### config.mk
export PLATFORM = sky130hd
export DESIGN_NAME = mips_state_dumper
export DESIGN_NICKNAME = d
export VERILOG_FILES = /design/src/rtl/mips_state_dumper.sv
export SDC_FILE = /design/constraint.sdc
export NUM_CORES = 1
export LEC_CHECK = 0
export ABC_AREA = 1
export BUFFER_PORTS_ARGS = -buffer_cell sky130_fd_sc_hd__buf_2
export CAP_MARGIN = 10
export CORE_ASPECT_RATIO = 1.5
export CORE_MARGIN = 4
export CORE_UTILIZATION = 50
export DETAILED_ROUTE_END_ITERATION = 7
export PLACE_DENSITY = 0.8
export SLEW_MARGIN = 20
export SYNTH_ARGS = -nofsm -noshare
export SYNTH_HDL_FRONTEND = slang
export SYNTH_SLANG_ARGS = --single-unit
### constraint.sdc
create_clock -name clock -period 2.36 [get_ports clock]
set_clock_uncertainty 0.2 [all_clocks]
set_input_delay 0.236 -clock clock [delete_from_list [all_inputs] [get_ports clock]]
set_output_delay 0.236 -clock clock [all_outputs]
set_load 0.05 [all_outputs]
### src/rtl/mips_state_dumper.sv
// -----------------------------------------------------------------------------
// mips_state_dumper
//
// Walks a set of storage channels (register file, data memory, instruction
// memory, ...) and streams every word of each selected channel out over a
// valid/ready interface, while holding the processor frozen via cpu_stall.
//
// A dump request (start) is accepted only while idle. The channel mask is
// captured at that moment; each channel's last address is captured when the
// dumper enters that channel. Channels are visited in ascending index order,
// addresses 0..last within a channel. One word leaves every two cycles when
// the consumer never backpressures.
//
// Ports
//   clock      rising-edge clock
//   reset_n    asynchronous active-low reset, clears every register
//   start      dump request, honoured only in IDLE
//   ch_mask    channels to dump (bit i = channel i)
//   ch_last    last address per channel (slice i = channel i)
//   rd_ch      channel currently addressed
//   rd_addr    read address presented to all channels
//   rd_data    combinational read data of every channel at rd_addr
//   out_valid  dump word available
//   out_ready  consumer accepts the word
//   out_data   dumped word
//   out_addr   address of out_data
//   out_ch     channel of out_data
//   out_last   final word of the whole dump
//   cpu_stall  freezes the processor while a dump is in progress
//   busy       dumper is not idle
//   done       one-cycle completion pulse
// -----------------------------------------------------------------------------
module mips_state_dumper #(
  parameter  int DATA_W = 16,
  parameter  int ADDR_W = 10,
  parameter  int NUM_CH = 3,
  localparam int CH_W   = (NUM_CH > 1) ? $clog2(NUM_CH) : 1
) (
  input  logic                       clock,
  input  logic                       reset_n,
  input  logic                       start,
  input  logic [NUM_CH-1:0]          ch_mask,
  input  logic [NUM_CH*ADDR_W-1:0]   ch_last,
  output logic [CH_W-1:0]            rd_ch,
  output logic [ADDR_W-1:0]          rd_addr,
  input  logic [NUM_CH*DATA_W-1:0]   rd_data,
  output logic                       out_valid,
  input  logic                       out_ready,
  output logic [DATA_W-1:0]          out_data,
  output logic [ADDR_W-1:0]          out_addr,
  output logic [CH_W-1:0]            out_ch,
  output logic                       out_last,
  output logic                       cpu_stall,
  output logic                       busy,
  output logic                       done
);

  // The channel pointer must be able to hold NUM_CH itself (one past the
  // highest channel) after the last channel completes.
  localparam int PTR_W = $clog2(NUM_CH + 1);

  typedef enum logic [2:0] {
    S_IDLE = 3'd0,
    S_SEL  = 3'd1,
    S_LOAD = 3'd2,
    S_SEND = 3'd3,
    S_FIN  = 3'd4
  } state_t;

  // Lowest-index channel >= ptr whose mask bit is set.
  // Returns {found, index}.
  function automatic logic [CH_W:0] find_next(input logic [NUM_CH-1:0] mask,
                                               input logic [PTR_W-1:0]  ptr);
    logic            found;
    logic [CH_W-1:0] idx;
    found = 1'b0;
    idx   = '0;
    // Scan downward so the lowest qualifying index is the one left standing.
    for (int i = NUM_CH - 1; i >= 0; i--) begin
      if (mask[i] && (i >= int'(ptr))) begin
        found = 1'b1;
        idx   = CH_W'(i);
      end
    end
    return {found, idx};
  endfunction

  // True when any mask bit above channel ch is still set.
  function automatic logic higher_pending(input logic [NUM_CH-1:0] mask,
                                          input logic [CH_W-1:0]   ch);
    logic r;
    r = 1'b0;
    for (int i = 0; i < NUM_CH; i++) begin
      r = r | (mask[i] & (i > int'(ch)));
    end
    return r;
  endfunction

  state_t              state_q,     state_d;
  logic [NUM_CH-1:0]   mask_q,      mask_d;
  logic [PTR_W-1:0]    ptr_q,       ptr_d;
  logic [ADDR_W-1:0]   last_q,      last_d;
  logic [CH_W-1:0]     rd_ch_q,     rd_ch_d;
  logic [ADDR_W-1:0]   rd_addr_q,   rd_addr_d;
  logic                out_valid_q, out_valid_d;
  logic [DATA_W-1:0]   out_data_q,  out_data_d;
  logic [ADDR_W-1:0]   out_addr_q,  out_addr_d;
  logic [CH_W-1:0]     out_ch_q,    out_ch_d;
  logic                out_last_q,  out_last_d;
  logic                busy_q,      busy_d;
  logic                done_q,      done_d;

  logic [CH_W:0]       sel_s;
  logic                sel_found_s;
  logic [CH_W-1:0]     sel_idx_s;
  logic                at_last_s;
  logic                higher_s;

  // Channel selection and end-of-channel / end-of-dump detection.
  always_comb begin
    sel_s       = find_next(mask_q, ptr_q);
    sel_found_s = sel_s[CH_W];
    sel_idx_s   = sel_s[CH_W-1:0];
    at_last_s   = (rd_addr_q == last_q);
    higher_s    = higher_pending(mask_q, rd_ch_q);
  end

  // Next-state and next-output logic of the dump sequencer.
  always_comb begin
    state_d     = state_q;
    mask_d      = mask_q;
    ptr_d       = ptr_q;
    last_d      = last_q;
    rd_ch_d     = rd_ch_q;
    rd_addr_d   = rd_addr_q;
    out_valid_d = out_valid_q;
    out_data_d  = out_data_q;
    out_addr_d  = out_addr_q;
    out_ch_d    = out_ch_q;
    out_last_d  = out_last_q;

    case (state_q)
      S_IDLE: begin
        if (start) begin
          mask_d  = ch_mask;
          ptr_d   = '0;
          state_d = S_SEL;
        end else begin
          state_d = S_IDLE;
        end
      end

      S_SEL: begin
        if (sel_found_s) begin
          // ch_last is sampled only here, so slices of channels not yet
          // entered may still change while the dump runs.
          last_d    = ch_last[int'(sel_idx_s)*ADDR_W +: ADDR_W];
          rd_ch_d   = sel_idx_s;
          rd_addr_d = '0;
          state_d   = S_LOAD;
        end else begin
          state_d   = S_FIN;
        end
      end

      S_LOAD: begin
        out_data_d  = rd_data[int'(rd_ch_q)*DATA_W +: DATA_W];
        out_addr_d  = rd_addr_q;
        out_ch_d    = rd_ch_q;
        out_valid_d = 1'b1;
        out_last_d  = at_last_s & ~higher_s;
        state_d     = S_SEND;
      end

      S_SEND: begin
        if (out_ready) begin
          out_valid_d = 1'b0;
          out_last_d  = 1'b0;
          if (!at_last_s) begin
            rd_addr_d = rd_addr_q + {{(ADDR_W-1){1'b0}}, 1'b1};
            state_d   = S_LOAD;
          end else begin
            // Channel finished: retire its mask bit and resume the search
            // just above it. The address is never incremented past last,
            // so a full-space channel cannot wrap.
            mask_d[rd_ch_q] = 1'b0;
            ptr_d           = PTR_W'(rd_ch_q) + {{(PTR_W-1){1'b0}}, 1'b1};
            state_d         = S_SEL;
          end
        end else begin
          state_d = S_SEND;
        end
      end

      S_FIN: begin
        state_d = S_IDLE;
      end

      default: begin
        state_d = S_IDLE;
      end
    endcase

    // Status outputs are registered versions of the state being entered.
    busy_d = (state_d != S_IDLE);
    done_d = (state_d == S_FIN);
  end

  // State and output registers; reset clears everything, mid-dump included.
  always_ff @(posedge clock or negedge reset_n) begin
    if (!reset_n) begin
      state_q     <= S_IDLE;
      mask_q      <= '0;
      ptr_q       <= '0;
      last_q      <= '0;
      rd_ch_q     <= '0;
      rd_addr_q   <= '0;
      out_valid_q <= 1'b0;
      out_data_q  <= '0;
      out_addr_q  <= '0;
      out_ch_q    <= '0;
      out_last_q  <= 1'b0;
      busy_q      <= 1'b0;
      done_q      <= 1'b0;
    end else begin
      state_q     <= state_d;
      mask_q      <= mask_d;
      ptr_q       <= ptr_d;
      last_q      <= last_d;
      rd_ch_q     <= rd_ch_d;
      rd_addr_q   <= rd_addr_d;
      out_valid_q <= out_valid_d;
      out_data_q  <= out_data_d;
      out_addr_q  <= out_addr_d;
      out_ch_q    <= out_ch_d;
      out_last_q  <= out_last_d;
      busy_q      <= busy_d;
      done_q      <= done_d;
    end
  end

  assign rd_ch     = rd_ch_q;
  assign rd_addr   = rd_addr_q;
  assign out_valid = out_valid_q;
  assign out_data  = out_data_q;
  assign out_addr  = out_addr_q;
  assign out_ch    = out_ch_q;
  assign out_last  = out_last_q;
  // The processor is frozen for exactly the time the dumper is busy.
  assign cpu_stall = busy_q;
  assign busy      = busy_q;
  assign done      = done_q;

endmodule

==> results of run 1 <==
-- cell families (layout without fill, tap and decap cells) --
kind of cell,after synthesis,count (layout)
buffers and inverters,52,221
XOR/XNOR,10,10
adder cells (fa/ha/maj),5,5
AO/OA/AOI/OAI,83,83
flip-flops,62,62
AND/OR/NAND/NOR,241,241
-- how the worst min path moves through the flow --
stage                         endpoint  cells after the start         from
after CTS                  out_data[0]                      3  rd_data[16]
final                     out_data[10]                      3  rd_data[26]
after detailed placement   out_addr[9]                      2      reset_n
after global routing       out_data[0]                      3  rd_data[16]
after global placement     out_addr[2]                      2      reset_n
after floorplan                   busy                      0      reset_n
-- state kept, by name (all words and copies together) (netlist names) --
| name | cells |
|---|---|
| state_q | 3 |
| rd_ch | 2 |
| out_ch | 2 |
| out_addr | 10 |
| busy | 1 |
| out_last | 1 |
| mask_q | 3 |
| last_q | 10 |
| rd_addr | 10 |
| done | 1 |
| out_valid | 1 |
| out_data | 16 |
| ptr_q | 2 |
-- metrics by stage --
step / util / power, mW / instance area [µm²]
after floorplan: - / 4.271 / 3475
after global placement: 0.6145 / 4.966 / 4182
after detailed placement: 0.6145 / 5.058 / 4182
after CTS: 0.6906 / 6.091 / 4700
after global routing: 0.6928 / 6.581 / 4715
final: 0.6928 / 6.114 / 4715
-- metal layers --
layer,vias up,share of wire,global-route usage,routed length (µm)
li1,1801,-,-,-
met1,1683,0.38,0.2706,3744
met2,155,0.52,0.4301,5132
met3,40,0.065,0.06179,645
met4,0,0.044,0.1250,440
met5,-,0,0,0
-- where the power goes --
group	leakage, nW	internal (mW)	switching, mW
Sequential	0.777	1.44	0.237
Clock	0.0861	0.404	0.405
Combinational	1.57	1.15	2.48
Total	2.43	2.99	3.12
-- worst max-delay path: cells and delay by family, from the launching register on --
kind / cells / cell delay, ns
buffers and inverters: 3 / 0.92
and+or+nand+nor: 3 / 0.45
DFF: 1 / 0.39
AOI/OAI and AO/OA: 1 / 0.25
-- layout make-up --
type / instances / area share
Timing Repair Buffer: 176 / 0.2304
Multi-Input combinational cell: 339 / 0.3612
Clock buffer: 12 / 0.03079
Sequential cell: 62 / 0.3291
Clock inverter: 4 / 0.004777
Tap cell: 78 / 0.02070
Inverter: 29 / 0.02309
-- cells in the mapped netlist --
| library cell | number |
|---|---|
| nand2_1 | 107 |
| nor2_1 | 82 |
| dfrtp_1 | 62 |
| o21ai_0 | 33 |
| a21oi_1 | 27 |
| inv_1 | 23 |
| nand3_1 | 21 |
| buf_2 | 11 |
| nand3_2 | 11 |
| o21ai_1 | 9 |
| clkbuf_1 | 7 |
| o32ai_1 | 7 |
| nand2_2 | 6 |
| xor2_1 | 6 |
| ha_1 | 5 |
| inv_2 | 5 |
| nor3_1 | 4 |
| o22ai_1 | 4 |
| buf_4 | 3 |
| nor2_2 | 3 |
| buf_6 | 2 |
| nor3b_1 | 2 |
| xnor2_1 | 2 |
| xnor2_2 | 2 |
| a211oi_1 | 1 |
| clkinv_1 | 1 |
| nand3b_1 | 1 |
| nand4_1 | 1 |
| nand4_4 | 1 |
| nor2_4 | 1 |
| o21bai_1 | 1 |
| o31ai_1 | 1 |
| or2_2 | 1 |
-- layout by cell type, fill, tap and decap left out, types with 10 or more instances in the layout --
cell,synthesis,final
nand3_1,21,21
dfrtp_1,62,62
dlygate4sd3_1,0,35
clkbuf_8,0,10
o21ai_0,33,33
a21oi_1,27,27
nor2_1,82,82
nand2_1,107,107
buf_2,11,129
buf_4,3,12
nand3_2,11,11
inv_1,23,22
-- what timing repair did --
item                                   CTS  global route
setup endpoints to repair                0             6
endpoints found under the hold margin   88             0
resized for setup                        0             3
hold buffers                            35             0
==> results_dict.tcl, run 1 <==
set metrics [dict create \
    synth.yosys.seq_area_share 0.4465 \
    status "finished clean" \
    finalSetupTns_ns 0 \
    gr-total-overflow 0 \
    synth_fp_nets 543 \
    power.density_nw_per_um2 1297 \
    ant_nets 0 \
    antenna_found_initial 0 \
    drv_slew 0 \
    hpwl_mm 7.123 \
    htree_levels 3 \
    yosys.area_share.simple 0.3075 \
    synth.area.mux_share 0 \
    hold_class "in2reg" \
    synth_warnings 0 \
    critPathArrivalTime_ns 2.36 \
    wl_mm 9.962 \
    dpl.cell_count 649 \
    setup_ws_ns 0.09029 \
    worstSkewPairLatency_ns 0.36 \
    ir_drop_mv 0.8897 \
    clock.fmax_mhz 440.6 \
    whs_ns 0.006026 \
    seq_area_um2 1551 \
    synthXorXnorAreaFrac 0.02953 \
    dieArea_um2 8374 \
    crit_required_ns 2.45 \
    layout-drive-gt1-share 0.3023 \
    wl_per_cell_um 14.23 \
    grt_max_degree 63 \
    post-route-min-period_ns 2.270 \
    synth_cell_type_count 33 \
    nets 707 \
    synth_top_family_by_area "simple AND/OR/NAND/NOR gates" \
    initial_core_util 0.5106 \
    r2r_cells 7 \
    hold_violations 0 \
    leakagePower_nw 2.432 \
    cp_max_fo 21 \
    grt_pass1_wl_mm 16.39 \
    synth_area_um2 3475 \
    nFillCells 545 \
    die_w_um 76.07 \
    yosys.area_share.adder 0.01801 \
    path_class "reg2reg" \
    rows 37 \
    max_slew_margin 0.4935 \
    final-setup-viol-count 0 \
    avgViaCountPerCell 5.256 \
    synthTopCellsByArea "dfrtp_1, nand2_1, nor2_1" \
    pre_cts_ws_ns 0.3752 \
    cap_violations 0 \
    crit_path_end_kind "flop" \
    clkTransAtPathRegs_ns 0.06 \
    slowest_delay_ns 0.59 \
    syn_inst 453 \
    dr.first_iter.drc_count 244 \
    critical_path.reg2reg.endpoint "out_data[5]" \
    ys_ff_latch 62 \
    port_buffers 129 \
    cts_buffer_depth 2 \
    gp_congestion 0.8836 \
    tritoncts "built" \
    io_pins 130 \
    drc 0 \
    synth_top_area_cell "dfrtp_1" \
    cts_made_buffers 9 \
    post-route-period-util 0.9617 \
    syn_area_per_cell_um2 7.670 \
    grt_pass1_vias 3586 \
    crit_top_cell "nor2_1" \
    cp-endpoint "out_data[5]" \
    rsz0062_at_grt "no" \
    clock-sinks 62 \
    synth-compound-area-share 0.1307 \
    critPathSlowestCell "dlygate4sd3_1" \
    r2r-start "state_q[2]" \
    area_growth_syn_to_layout_pct 35.69 \
    stdcell_count 700 \
    grt_usage 0.2433 \
    root_buffer "clkbuf_8" \
    regToRegSetupSlack_ns 0.09 \
    first_pass_iters 5 \
    core_area_um2 6805 \
    worstSetupStartpointType "flop" \
    antennaDiodeCount 0 \
    vias 3679 \
    synth_top_area_frac 0.4465 \
    die_h_um 110.1 \
    path_cells "nor2_1, nand2_1, buf_4, nor2_1, inv_2, o32ai_1, dlygate4sd3_1" \
    cts_setup_buffers 0 \
    multi_input_comb_area_um2 1703 \
    worst_pin_slew_ns 0.7598 \
    crit_path_start "state_q[2]" \
]
Note: power is estimated with default switching activity, not from simulation.
==> inputs of run 2 (changes only) <==
==> constraint.sdc (replaced) <==
create_clock -name clock -period 2.36 [get_ports clock]
set_clock_uncertainty 0.2 [all_clocks]
set_input_delay 0.354 -clock clock [delete_from_list [all_inputs] [get_ports clock]]
set_output_delay 0.354 -clock clock [all_outputs]
set_load 0.05 [all_outputs]
==> run 2 against run 1 <==
Core utilization decreased by 4.9 points. Highest routed layer unchanged. Clock power up 6.7%. Flip-flop and latch count unchanged. Critical path depth up 2. Hold slack gained 0.059 ns. Die area is the same. Register-to-register slack better by 0.27 ns. Wire length is 7.5% lower. Maximum frequency is 14% higher. Largest cell class unchanged. Cell count down 5.0%.
==> results_dict.tcl, run 2 (synthesis results as in run 1) <==
set metrics [dict create \
    drc 0 \
    avgViaCountPerCell 5.150 \
    worstSkewPairLatency_ns 0.35 \
    r2r-start "rd_addr[0]" \
    cap_violations 0 \
    multi_input_comb_area_um2 1688 \
    htree_levels 3 \
    worstSetupStartpointType "flop" \
    antennaDiodeCount 0 \
    dieArea_um2 8374 \
    crit_required_ns 2.45 \
    cts_setup_buffers 0 \
    post-route-period-util 0.8453 \
    die_w_um 76.07 \
    regToRegSetupSlack_ns 0.37 \
    initial_core_util 0.5106 \
    vias 3425 \
    drt-met1-wl_mm 3.708 \
    nets 672 \
    area_growth_syn_to_layout_pct 26.14 \
    power.density_nw_per_um2 1340 \
    grt_max_degree 40 \
    clkTransAtPathRegs_ns 0.07 \
    core_area_um2 6805 \
    ir_drop_mv 0.7030 \
    drv_slew 0 \
    final_common_cell "buf_2" \
    root_buffer "clkbuf_8" \
    leakagePower_nw 2.300 \
    status "finished clean" \
    cts_resized 0 \
    hold_class "in2reg" \
    path_class "reg2reg" \
    nFillCells 600 \
    grt_usage 0.2231 \
    critical_path.reg2reg.endpoint "rd_addr[8]" \
    layout-drive-gt1-share 0.3152 \
    wl_met3_um 601 \
    io_pins 130 \
    cts_made_buffers 9 \
    cts_hold_buf 1 \
    slowest_delay_ns 0.53 \
    mostFrequentLayoutCells "buf_2, nand2_1, nor2_1" \
    cp-endpoint "rd_addr[8]" \
    antenna_found_initial 0 \
    critPathArrivalTime_ns 2.08 \
    wl_per_cell_um 13.85 \
    gr-total-overflow 0 \
    crit_path_end_kind "flop" \
    cp_max_fo 11 \
    critPathSlowestCell "dfrtp_1" \
    grt_pass1_wl_mm 15.04 \
    routed.top_layer "met4" \
    finalSetupTns_ns 0 \
    path_cells "xnor2_2, nand2_1, nor2_4, nand3_2, nand2_2, nand2_2, nand2_2, nand2_1, nand2_1" \
    largest_register_ffs 16 \
    ant_nets 0 \
    hold_violations 0 \
    worstHoldStart "ch_last[29]" \
    power_mw 5.874 \
    clock-sinks 62 \
    grt_pass1_vias 3292 \
    clock.fmax_mhz 501.3 \
    die_h_um 110.1 \
    tritoncts "built" \
    wl_met2_mm 4.590 \
    final_util 0.6441 \
    post-route-min-period_ns 1.995 \
    max_slew_margin 0.6404 \
    crit_path_start "rd_addr[0]" \
    cts_buffer_depth 2 \
    dr.first_iter.drc_count 218 \
    hpwl_mm 7.180 \
    rows 37 \
    worst_pin_slew_ns 0.5394 \
    rsz0062_at_grt "no" \
    seq_area_um2 1551 \
    port_buffers 129 \
    gp_congestion 0.8758 \
    first_pass_iters 5 \
    r2r_cells 9 \
    final-setup-viol-count 0 \
    wl_mm 9.210 \
]
[run 2: changes by cell type in the layout (fill, tap and decap cells not counted), sizes merged]
cell | before | now
clkbuf | 12 | 13
buf | 141 | 140
clkinv | 4 | 3
dlygate4sd3 | 35 | 1
[run 2: layout make-up]
| type | count | area share |
|---|---|---|
| Multi-Input combinational cell | 339 | 0.3851 |
| Clock buffer | 13 | 0.03854 |
| Clock inverter | 3 | 0.003997 |
| Timing Repair Buffer | 141 | 0.1713 |
| Sequential cell | 62 | 0.3540 |
| Inverter | 29 | 0.02484 |
| Tap cell | 78 | 0.02227 |
[run 2: routing by layer]
metal / vias up / track usage
met2: 127 / 0.3811
met3: 23 / 0.06016
met5: - / 0
met1: 1547 / 0.2537
met4: 0 / 0.1238
li1: 1728 / -
[run 2: metrics by stage]
stage	hold slack, ns	area (µm²)	worst slack (ns)	cells
2_1_floorplan	-0.1416	3475	0.1973	453
3_3_place_gp	0.1608	4187	0.4379	648
3_5_place_dp	0.1696	4187	0.3813	648
4_1_cts	0.05463	4383	0.3603	665
5_1_grt	0.05612	4383	0.1505	665
6_report	0.06537	4383	0.3651	665
[run 2: worst min-delay path by stage]
stage / to / slack [ns] / depth (start not counted)
global route: last_q[9] / 0.06 / 3
global placement: out_addr[2] / 0.16 / 1
detailed placement: out_addr[4] / 0.17 / 1
floorplan: busy / -0.14 / 0
finish: last_q[9] / 0.07 / 3
CTS: last_q[2] / 0.05 / 3
[run 2: power by group]
part           internal (mW)  switching [mW]
combinational          0.940            2.39
clock                  0.463           0.400
sequential              1.44           0.241
total                   2.84            3.03
[run 2: critical path, delay by kind of cell, from the launching register on]
kind	cells	cell delay, ns
XOR/XNOR	1	0.15
flip-flops	1	0.53
AND/OR/NAND/NOR	8	1.05
==> inputs of run 3 (changes only) <==
ABC_AREA = 0   (was 1)
CORE_UTILIZATION = 49   (was 50)
PLACE_DENSITY = 0.79   (was 0.8)
clock period = 1.97 ns   (was 2.36 ns; I/O delays follow)
==> run 3 against run 2 <==
Maximum frequency up 5.4%. Setup slack worse by 0.29 ns. Highest routed layer unchanged. Cell count down 15%. Combinational power up 14%. Critical path depth down 2. Global-route usage down 0.18 points. Clock-buffer cell count down 1.
==> results_dict.tcl, run 3 <==
set metrics [dict create \
    wl_mm 8.546 \
    status "finished clean" \
    min_path_cells 3 \
    cts_made_buffers 9 \
    core_area_um2 6531 \
    rsz0062_at_grt "yes" \
    p_int_mw 3.604 \
    synth_edf_count 0 \
    ys_top_cells_by_count "dfrtp_1, a21oi_1, nor2_1" \
    synth.yosys.seq_area_share 0.4693 \
    path_class "reg2reg" \
    critPathArrivalTime_ns 1.94 \
    power_frac_clock 0.140 \
    htree_levels 3 \
    grt_max_degree 49 \
    grt_pass1_vias 3004 \
    r2r-start "rd_addr[2]" \
    root_buffer "clkbuf_8" \
    drc 0 \
    initial_core_util 0.5061 \
    regToRegSetupSlack_ns 0.08 \
    finalSetupTns_ns 0 \
    antennaDiodeCount 0 \
    dieArea_um2 8152 \
    critical_path.reg2reg.endpoint "rd_addr[3]" \
    synth_area_um2 3306 \
    leakagePower_nw 2.215 \
    final_common_cell "buf_2" \
    r2r_cells 7 \
    port_buffers 129 \
    syn_inst 324 \
    ys_ff_latch 62 \
    grt_usage 0.2213 \
    cap_violations 0 \
    synthTopCellsByArea "dfrtp_1, mux2i_1, mux2_2" \
    vias 3022 \
    worstHoldStart "ch_last[27]" \
    hpwl_mm 6.474 \
    gp_congestion 0.8731 \
    dr.first_iter.drc_count 65 \
    clock-sinks 62 \
    p_sw_mw 3.178 \
    path_cells "xnor2_2, nand4_2, o31ai_2, buf_6, buf_6, o21ai_2, a21oi_1" \
    yosys_most_used_dff "dfrtp_1" \
    first_pass_iters 6 \
    avgViaCountPerCell 5.377 \
    synth_warnings 0 \
    pwr-share-seq 0.298 \
    async_flop_share 1.000 \
    worst_pin_slew_ns 0.6248 \
    critical-path-top-delay-family "compound AO/OA/AOI/OAI gates" \
    use_met1 0.2452 \
    largest_register_ffs 16 \
    dpl.cell_count 537 \
    syn_area_per_cell_um2 10.20 \
    synth_cell_type_count 46 \
    io_pins 130 \
    path_depth 7 \
    layout-drive-gt1-share 0.4753 \
    clkTransAtPathRegs_ns 0.07 \
    max_slew_margin 0.5830 \
    tritoncts "built" \
    critPathSlowestCell "dfrtp_2" \
    grt_pass1_wl_mm 13.60 \
    rows 36 \
    crit_buf_inv 2 \
    mostFrequentLayoutCells "buf_2, dfrtp_1, a21oi_1" \
    hold_path_end "last_q[7]" \
    synth_top_area_cell "dfrtp_1" \
    power_frac_comb 0.562 \
    wl_per_cell_um 15.21 \
    swShare 0.4685 \
    nets 571 \
    crit_required_ns 2.02 \
    post-route-min-period_ns 1.892 \
    clock.fmax_mhz 528.6 \
    use_met2 0.3834 \
    synth_fp_nets 414 \
    whs_ns 0.02418 \
    top_usage_layer "met2" \
    gr-total-overflow 0 \
    stdcell_count 562 \
    die_w_um 75.07 \
    worstSkewPairLatency_ns 0.34 \
    crit_top_cell "buf_6" \
    die_h_um 108.6 \
    ant_nets 0 \
    ir_drop_mv 0.9457 \
    antenna_found_initial 0 \
    cts_buffer_depth 2 \
    drv_slew 0 \
    crit_path_end_kind "flop" \
    synth_top_area_frac 0.4693 \
    cp_max_fo 9 \
    area_growth_syn_to_layout_pct 36.45 \
    grtUsageMet3 0.05860 \
    final-setup-viol-count 0 \
    slowest_delay_ns 0.43 \
    hold_class "in2reg" \
    worstSetupStartpointType "flop" \
    synth.most_common_cell "dfrtp_1" \
    power.density_nw_per_um2 1504 \
    hold_violations 0 \
    post-route-period-util 0.9603 \
    nFillCells 496 \
]
run 3: cell types whose count changed after synthesis, sizes merged, moves of 7 or more:
| cell | change |
|---|---|
| inv | -21 |
| mux2i | +26 |
| a21oi | +12 |
| mux2 | +22 |
| nor2 | -50 |
| nand2 | -96 |
| nand3 | -21 |
| o32ai | -7 |
| o21ai | -22 |
run 3: area by class of cell:
type / count / area (µm²) / share of cell area
tap: 76 / 95.09 / 0.02108
sequential: 62 / 1567 / 0.3473
clock buffer: 12 / 145.1 / 0.03218
timing repair buffer: 167 / 992.2 / 0.2200
inverter: 7 / 26.28 / 0.005825
clock inverter: 4 / 22.52 / 0.004993
multi-input combinational: 234 / 1663 / 0.3687
run 3: how the worst max path moves through the flow:
stage	start	end
after floorplan	rd_addr[1]	state_q[1]
after global placement	mask_q[0]	last_q[3]
after detailed placement	rd_addr[2]	rd_addr[3]
after CTS	rd_addr[2]	rd_addr[3]
after global routing	rd_addr[8]	ptr_q[1]
final	rd_addr[2]	rd_addr[3]
run 3: cell families after synthesis:
logic type / Yosys count / share of synthesized area
xor+xnor: 10 / 0.02877
simple gates: 89 / 0.1374
fa+ha+maj: 5 / 0.01893
flops: 62 / 0.4693
compound gates: 82 / 0.1469
buf+inv: 28 / 0.04504
mux: 48 / 0.1537
run 3: timing repair:
action                                  in CTS  in global routing
hold endpoints to repair                    20                  0
endpoints found under the setup margin       0                 25
buffers inserted                             0                  4
hold buffers                                 5                  0
resized for setup                            0                 14
run 3: stage by stage:
| stage | cell area [µm²] | total power, mW | setup slack [ns] | utilization |
|---|---|---|---|---|
| after global routing | 4511 | 7.276 | -0.03183 | 0.6906 |
| after detailed placement | 4208 | 5.763 | 0.05871 | 0.6443 |
| final | 4511 | 6.782 | 0.07815 | 0.6906 |
| after global placement | 4208 | 5.660 | 0.08736 | 0.6443 |
| after CTS | 4425 | 6.741 | 0.03155 | 0.6776 |
| after floorplan | 3334 | 4.805 | -0.04007 | - |
run 3: layer usage:
layer,vias to the layer above,part of all wire
li1,1470,-
met3,20,0.086
met4,0,0.031
met1,1410,0.36
met2,122,0.52
met5,-,0
run 3: power by group through the flow:
stage	Clock (mW)	Combinational [mW]	Sequential (mW)
final	0.948	3.81	2.02
after detailed placement	0	3.74	2.03
after floorplan	0	1.93	2.87
after global routing	1.04	4.15	2.08
after global placement	0	3.65	2.01
after CTS	0.981	3.75	2.01
run 3: worst register-to-register path, delay by kind of cell (launching register included):
family	cells	cell delay (ns)
buffers and inverters	2	0.29
AND/OR/NAND/NOR	1	0.19
AO/OA/AOI/OAI	3	0.53
flip-flops	1	0.43
XOR/XNOR	1	0.18
